--- src/rtl/mux_nx1_pipe.sv ---
// rtl/mux_nx1_pipe.sv - N-input registered selector with valid/ready and a 2-entry skid buffer.
// Optional even-parity output port out_par is enabled by defining MUX_NX1_PIPE_PARITY_EN.
module mux_nx1_pipe #(
  parameter int                WIDTH       = 32,
  parameter int                N_IN        = 4,
  parameter int                SEL_W       = 2,
  parameter logic [WIDTH-1:0]  DEFAULT_VAL = '0
) (
  input  logic                  clk,
  input  logic                  reset_n,
  input  logic [N_IN*WIDTH-1:0] in_bus,
  input  logic [SEL_W-1:0]      sel,
  input  logic                  in_valid,
  output logic                  in_ready,
  output logic [WIDTH-1:0]      out_data,
  output logic [SEL_W-1:0]      out_sel,
  output logic                  out_err,
`ifdef MUX_NX1_PIPE_PARITY_EN
  output logic                  out_par,
`endif
  output logic                  out_valid,
  input  logic                  out_ready
);

  typedef enum logic [1:0] {
    ST_EMPTY = 2'd0,
    ST_ONE   = 2'd1,
    ST_TWO   = 2'd2
  } state_t;

  state_t           r_state;
  state_t           w_state_next;
  logic             r_in_ready;
  logic [WIDTH-1:0] r_main_data, r_skid_data;
  logic [SEL_W-1:0] r_main_sel, r_skid_sel;
  logic             r_main_err, r_skid_err;
  logic             r_main_par, r_skid_par;

  logic [WIDTH-1:0] w_word;
  logic             w_hit;
  logic             w_par;
  logic             w_accept;
  logic             w_drain;
  logic             w_load_main;
  logic             w_load_skid;
  logic             w_skid_to_main;

  // Equality against every legal index compares all sel bits, so any sel >= N_IN misses.
  always_comb begin
    w_word = DEFAULT_VAL;
    w_hit  = 1'b0;
    for (int k = 0; k < N_IN; k++) begin
      if (sel == SEL_W'(k)) begin
        w_word = in_bus[k*WIDTH +: WIDTH];
        w_hit  = 1'b1;
      end
    end
    w_par = ^w_word;
  end

  assign w_accept = in_valid && r_in_ready;
  assign w_drain  = (r_state != ST_EMPTY) && out_ready;

  always_comb begin
    w_state_next   = r_state;
    w_load_main    = 1'b0;
    w_load_skid    = 1'b0;
    w_skid_to_main = 1'b0;
    case (r_state)
      ST_EMPTY: begin
        if (w_accept) begin
          w_state_next = ST_ONE;
          w_load_main  = 1'b1;
        end
      end
      ST_ONE: begin
        if (w_accept && w_drain) begin
          w_load_main = 1'b1;
        end else if (w_accept) begin
          w_state_next = ST_TWO;
          w_load_skid  = 1'b1;
        end else if (w_drain) begin
          w_state_next = ST_EMPTY;
        end
      end
      ST_TWO: begin
        if (w_drain) begin
          w_state_next   = ST_ONE;
          w_skid_to_main = 1'b1;
        end
      end
      default: w_state_next = ST_EMPTY;
    endcase
  end

  // in_ready is registered from the next state so it never sees out_ready combinationally.
  always_ff @(posedge clk) begin
    if (!reset_n) begin
      r_state    <= ST_EMPTY;
      r_in_ready <= 1'b1;
    end else begin
      r_state    <= w_state_next;
      r_in_ready <= (w_state_next != ST_TWO);
    end
  end

  always_ff @(posedge clk) begin
    if (!reset_n) begin
      r_main_data <= '0;
      r_main_sel  <= '0;
      r_main_err  <= 1'b0;
      r_main_par  <= 1'b0;
      r_skid_data <= '0;
      r_skid_sel  <= '0;
      r_skid_err  <= 1'b0;
      r_skid_par  <= 1'b0;
    end else begin
      if (w_load_main) begin
        r_main_data <= w_word;
        r_main_sel  <= sel;
        r_main_err  <= !w_hit;
        r_main_par  <= w_par;
      end else if (w_skid_to_main) begin
        r_main_data <= r_skid_data;
        r_main_sel  <= r_skid_sel;
        r_main_err  <= r_skid_err;
        r_main_par  <= r_skid_par;
      end
      if (w_load_skid) begin
        r_skid_data <= w_word;
        r_skid_sel  <= sel;
        r_skid_err  <= !w_hit;
        r_skid_par  <= w_par;
      end
    end
  end

  assign in_ready  = r_in_ready;
  assign out_valid = (r_state != ST_EMPTY);
  assign out_data  = r_main_data;
  assign out_sel   = r_main_sel;
  assign out_err   = r_main_err;
`ifdef MUX_NX1_PIPE_PARITY_EN
  assign out_par   = r_main_par;
`else
  logic w_unused_par;
  assign w_unused_par = r_main_par ^ r_skid_par;
`endif

endmodule

--- config.mk ---
export PLATFORM = sky130hd
export DESIGN_NAME = mux_nx1_pipe
export DESIGN_NICKNAME = d
export VERILOG_FILES = /design/src/rtl/mux_nx1_pipe.sv
export SDC_FILE = /design/constraint.sdc
export NUM_CORES = 1
export LEC_CHECK = 0
export CORE_ASPECT_RATIO = 0.7
export CORE_MARGIN = 8
export CORE_UTILIZATION = 34
export DETAILED_ROUTE_END_ITERATION = 8
export GPL_ROUTABILITY_DRIVEN = 0
export PLACE_DENSITY_LB_ADDON = 0.3
export SETUP_SLACK_MARGIN = 0.2
export SYNTH_ARGS = -nofsm -noshare
export SYNTH_HDL_FRONTEND = slang
export SYNTH_SLANG_ARGS = --single-unit
--- constraint.sdc ---
create_clock -name clk -period 3.1 [get_ports clk]
set_clock_uncertainty 0.1 [all_clocks]
set_input_delay 0.31 -clock clk [delete_from_list [all_inputs] [get_ports clk]]
set_output_delay 0.31 -clock clk [all_outputs]
set_load 0.005 [all_outputs]
==> results of run 1 <==
cells in the final DEF, fill, tap and decap left out:
cell             netlist  layout
o21ai_0                2       2
and3b_1                1       1
mux2_2                 1       1
nor2_1                 2       2
clkbuf_16              0       9
o2bb2ai_1              3       3
a22o_1                29      29
dfxtp_1               73      73
clkbuf_8               0       1
nand2_1               43      43
mux2i_1               29      29
buf_4                  2       7
o221ai_1               2       2
and2_4                 1       1
nor2b_1                3       2
clkbuf_1               8       2
and3_1                 1       1
or2_2                  1       1
bufinv_16              0       3
buf_12                 0       1
nand2b_4               1       1
o211ai_1               3       3
and2_1                 3       3
and2b_4                1       1
a21oi_1                4       4
nor3_4                 1       1
clkdlybuf4s50_1        0     168
inv_1                  1       1
mux4_2                32      32
inv_6                  0       1
nor2b_2                0       1
o21ai_1               29      29
or3b_1                 1       1
nand4_1                3       3
buf_2                  9       2
a31oi_1                2       2
area by class of cell:
type | instances | area [µm²]
timing repair buffer | 178 | 1764
tap | 132 | 165.2
multi-input combinational | 198 | 1837
sequential | 73 | 1461
clock inverter | 4 | 98.84
fill | 884 | 4586
inverter | 1 | 3.754
clock buffer | 12 | 246.5
stage by stage:
| stage | utilization [%] | std cells | instance area, µm² | setup WS [ns] |
|---|---|---|---|---|
| CTS | 54.88 | 598 | 5577 | 1.060 |
| global placement | 51.48 | 582 | 5231 | 0.7937 |
| finish | 54.88 | 598 | 5577 | 1.080 |
| detailed placement | 51.48 | 582 | 5231 | 0.7361 |
| floorplan | - | 299 | 3480 | 1.469 |
| global route | 54.88 | 598 | 5577 | 0.9555 |
report_power, final:
group          switching, mW  leakage [nW]  internal, mW
registers             0.0304         0.596         0.994
clock network          0.380         0.167         0.812
logic                  0.174          1.23         0.332
logic make-up (layout without fill, tap and decap cells):
group	Yosys count	after routing	synth area share [%]
AOI/OAI and AO/OA	74	74	14.60
buffers and inverters	28	195	5.286
DFF	73	73	42.00
muxes	62	62	29.38
and+or+nand+nor	62	62	8.738
sequential cells by signal, indices dropped and copies added, names as in the netlist:
signal / flops
r_skid_err: 1
out_err: 1
in_ready: 1
out_sel: 2
r_skid_sel: 2
out_data: 32
r_state: 2
r_skid_data: 32
worst register-to-register path, stage by stage, from the launching register on:
cell and delay, ns:
dfxtp_1 0.32, nand2_1 0.15, nor3_4 0.09, nor2b_2 0.56, buf_4 0.34, a22o_1 0.18
path summary, 6_finish.rpt:
kind	end	slack, ns	cells after the start	startpoint
setup / recovery	r_skid_data[11]$_SDFFE_PN0P_	1.08	6	out_ready
hold / removal	out_err$_SDFFE_PN0P_	0.36	2	r_skid_err$_SDFFE_PN0P_
setup reg to reg	r_skid_data[11]$_SDFFE_PN0P_	1.29	5	in_ready$_SDFF_PN1_
hold reg to reg	out_err$_SDFFE_PN0P_	0.36	2	r_skid_err$_SDFFE_PN0P_
metal layers:
layer,part of all wire (%),up-vias
li1,-,1453
met3,10,11
met1,44,1446
met5,0,-
met4,0.73,0
met2,45,115
==> run metrics, run 1 <==
die width=around 140 µm; CTS Sinks=73; Via density=5.059; period utilisation layout=about two thirds; Max Slew Vio Count=0; Power Density=between 400 and 500 nW/µm²; layout cells sized above 1=between 10% and 20%; Crit Path Class=input pin to flip-flop; Mapped Area=3480 µm²; cts hold-fix bufs=0; post_cts resized=0; Area Overhead vs Synth=60.27%; CTS tree=done; Die H=100.6 µm; CP max stage delay=0.56 ns; synth warn=0; initial antenna violation count=0; drt drc=0; RSZ-0062 raised after global routing=false; M2 GR Usage=24.43%; HPWL after detailed placement=8.118 mm; CTS Buf Count=9; Max Cap Violations=0; Worst slew margin=45.40%; hold_ws=0.3579 ns; Unique masters post-synth=30; ys flop type=dfxtp_1; most frequent cell after synthesis=dfxtp_1; Max Freq=495.1 MHz; postcts setup bufs=0; crit path buf inv count=2; GRT Total Usage=15.25%; Via Count=3025; Buffers on Ports=170; LEAKAGE=between 1.5 and 2 nW; Hold WC Path Type=flip-flop to flip-flop; final wirelength=10.64 mm; Gate Count Post-Synth=299; Slowest-stage cell, CP=nor2b_2; final count of negative-setup-slack endpoints=0; number of routed nets with antenna violations=0; flops & latches, synth=73; Die ar.=about 14000 µm²; top cells by instance count after synthesis=dfxtp_1, nand2_1, mux4_2; initial drt markers=roughly 150; row count=31; Tightest Pin Transition=0.8190 ns; total power=between 2 and 3 mW; DR pass1 iterations=4; number of enable flip-flop cells after synthesis=0; asr flop ratio synth=0%; H-Tree Depth=3; cell taking the most area after synthesis=dfxtp_1; final setup TNS=0 ns; grt met1 use=19.01%; vias in the first global route=~3300; Crit path arrival time=~2.2 ns; pin count of the biggest net entering global routing=35; diode count=0; clk_lat worst skew=0.32 ns; Initial Util=34.24%; met3 GRT Util=approximately 6.0%; top cell type's share of synthesized area=roughly two fifths; global-route wire length before repair=between 15 and 20 mm; io pins=171; post-route minimum period=2.020 ns; crit end category=flip-flop; family with the most delay on the worst path=buffers and inverters; nets=595; largest vdd supply drop=between 300 and 400 µV; sequential area share after synthesis=42.00%; Core ar.=between 10000 and 15000 µm²; clk root buf=clkbuf_16; clk buf depth=2; critical path launch point type=input pin; grt total ovfl=0; syn_nets=433; busiest grt layer=met2; post-DR wirelength/cell=approximately 18 µm; crit-path max FO=16; Mapped Avg Cell Area=~12 µm²; status=finished, final reports clean; worst path cell trace=clkdlybuf4s50_1, nand2b_4, nor3_4, nor2b_2, buf_4, a22o_1; Worst-path clk slew=0.05 ns; critical path data required time=3.26 ns; ranking of synthesized cells by area=dfxtp_1, mux4_2, mux2i_1, a22o_1, nand2_1; final hold vios=0
No activity file was read; power rests on OpenSTA's default activity.
==> inputs of run 2 (changes only) <==
==> constraint.sdc (replaced) <==
create_clock -name clk -period 1.9 [get_ports clk]
set_clock_uncertainty 0.1 [all_clocks]
set_input_delay 0.19 -clock clk [delete_from_list [all_inputs] [get_ports clk]]
set_output_delay 0.19 -clock clk [all_outputs]
set_load 0.005 [all_outputs]
==> run 2 against run 1 <==
Net effect:
- total power up 58%
- via count up 0.60%
- die area unchanged
- non-clock buffer count up 5
- critical path depth down 1
- final cell count up 0.84%
- largest cell class is now non-clock buffers
- highest routed layer unchanged
==> run metrics, run 2 (same netlist as run 1, synthesis figures left out) <==
status=finished, final reports clean (unchanged); CP max stage delay=0.62 ns (was 0.56 ns); drt drc=0 (unchanged); post-DR wirelength/cell=17.45 µm (was 17.80 µm); Max Slew Vio Count=0 (unchanged); crit-path max FO=30 (was 16); final setup TNS=0 ns (unchanged); Stages on worst setup path=5 (was 6); R2R cell count=6 (was 5); critical path data required time=2.06 ns (was 3.26 ns); postcts setup bufs=0 (unchanged); family with the most delay on the worst path=simple AND/OR/NAND/NOR gates (was buffers and inverters); Initial Util=34.24% (unchanged); Via density=5.046 (was 5.059); nets=600 (was 595); Die H=100.6 µm (unchanged); pin count of the biggest net entering global routing=35 (unchanged); Area Overhead vs Synth=62.39% (was 60.27%); hold_ws=0.3141 ns (was 0.3579 ns); crit end category=flip-flop (unchanged); die width=136.9 µm (unchanged); reg2reg start=r_state[0]$_SDFF_PN0_ (was in_ready$_SDFF_PN1_); Tightest Pin Transition=0.7869 ns (was 0.8190 ns); Max Freq=between 600 and 700 MHz; Critical Path Start=out_ready (unchanged); worst path cell trace=clkdlybuf4s50_1, nand2b_4, nor3_4, nor2b_4, a22o_1 (was clkdlybuf4s50_1, nand2b_4, nor3_4, nor2b_2, buf_4, a22o_1); clk_lat worst skew=0.32 ns (about the same); CTS Buf Count=9 (unchanged); Worst Setup EP=r_skid_data[16]$_SDFFE_PN0P_ (was r_skid_data[11]$_SDFFE_PN0P_); Max Cap Violations=0 (unchanged); most frequent cells in the layout=clkdlybuf4s50_1, dfxtp_1, nand2_1 (unchanged); period utilisation layout=85.18%; final wirelength=10.52 mm (was 10.64 mm); global-route wire length before repair=16.99 mm (was 16.71 mm); Power Density=760.6 nW/µm² (was 488.1 nW/µm²); clk root buf=clkbuf_16 (unchanged); post-route minimum period=1.618 ns; Buffers on Ports=170 (unchanged); layout cells sized above 1=15.07% (was 13.52%); GRT Total Usage=15.32% (was 15.25%); R2R Path End=r_skid_data[16]$_SDFFE_PN0P_ (was r_skid_data[11]$_SDFFE_PN0P_); grt total ovfl=0 (unchanged); final count of negative-setup-slack endpoints=0 (unchanged); initial antenna violation count=0 (unchanged); Crit Path Class=input pin to flip-flop (unchanged); LEAKAGE=2.019 nW (was 1.991 nW); DR pass1 iterations=4 (unchanged); Hold WC Path Type=input pin to flip-flop (was flip-flop to flip-flop); HPWL after detailed placement=7.984 mm (was 8.118 mm); H-Tree Depth=3 (unchanged); critical path launch point type=input pin (unchanged); io pins=171 (unchanged); diode count=0 (unchanged); Die ar.=13780 µm² (unchanged); RSZ-0062 raised after global routing=false (unchanged); vias in the first global route=3376 (was 3348); Via Count=3043 (was 3025); Worst-path clk slew=0.06 ns (was 0.05 ns); CTS Sinks=73 (unchanged); Core ar.=10160 µm² (unchanged); final hold vios=0 (unchanged); crit path buf inv count=1 (was 2); number of routed nets with antenna violations=0 (unchanged); clk buf depth=2 (unchanged); reg-to-reg slack, setup=0.30 ns (was 1.29 ns); most common cell after layout, fill and taps aside=clkdlybuf4s50_1 (unchanged); hold_sp=sel[1] (was r_skid_err$_SDFFE_PN0P_); Worst slew margin=47.43% (was 45.40%); row count=31 (unchanged); Crit path arrival time=1.78 ns (was 2.18 ns); CTS tree=done (unchanged); largest vdd supply drop=453.6 µV (was 321.3 µV); Slowest-stage cell, CP=nor2b_4 (was nor2b_2); initial drt markers=162 (was 152)
==> run 2: worst min-delay path by stage <==
stage | slack, ns | endpoint | cells past startpoint
3_5_place_dp | 0.34 | out_err$_SDFFE_PN0P_ | 2
2_1_floorplan | 0.21 | in_ready$_SDFF_PN1_ | 1
6_report | 0.31 | r_skid_sel[1]$_SDFFE_PN0P_ | 4
5_1_grt | 0.34 | r_skid_sel[1]$_SDFFE_PN0P_ | 4
4_1_cts | 0.31 | r_skid_sel[1]$_SDFFE_PN0P_ | 4
3_3_place_gp | 0.35 | out_err$_SDFFE_PN0P_ | 2
==> run 2: worst register-to-register path, cell delays in order, from the launching register on <==
cell and delay, ns:
dfxtp_2 0.38, nand2b_4 0.09, nor3_4 0.22, buf_4 0.19
and2_1 0.21, buf_6 0.20, a22o_1 0.15
==> run 2: routing by layer <==
metal / part of all wire, % / up-vias / track usage (%)
met5: 0 / - / 0
met4: 0.74 / 0 / 3.245
met3: 11 / 8 / 6.673
met2: 45 / 112 / 25.03
met1: 43 / 1457 / 18.30
li1: - / 1466 / -
==> run 2: final cells by class <==
class / instances / area, µm²
clock buffers: 10 / 229.0
flip-flops and latches: 73 / 1464
inverters: 1 / 3.754
clock inverters: 6 / 92.59
well taps: 132 / 165.2
multi-input cells: 198 / 1842
repair buffers: 183 / 1854
fillers: 898 / 4512
==> run 2: metrics by stage <==
stage	util [%]	setup slack [ns]	cells	cell area (µm²)	power (mW)
2_1_floorplan	-	0.3894	299	3480	2.047
3_3_place_gp	52.34	-0.4339	587	5319	2.534
3_5_place_dp	52.34	-0.4653	587	5319	2.554
4_1_cts	55.57	0.2538	603	5647	4.353
5_1_grt	55.60	0.2121	603	5650	4.482
6_report	55.60	0.2817	603	5650	4.298
==> run 2: what timing repair did <==
action | in CTS | in global routing
resized for setup | 4 | 1
gates cloned | 0 | 0
hold buffers | 0 | 0
setup endpoints to repair | 31 | 13
==> run 2: where the power goes <==
part	switching, mW	total (mW)	internal (mW)
logic	0.288	0.841	0.553
clock network	0.632	1.79	1.15
registers	0.0487	1.67	1.62
total	0.968	4.30	3.33
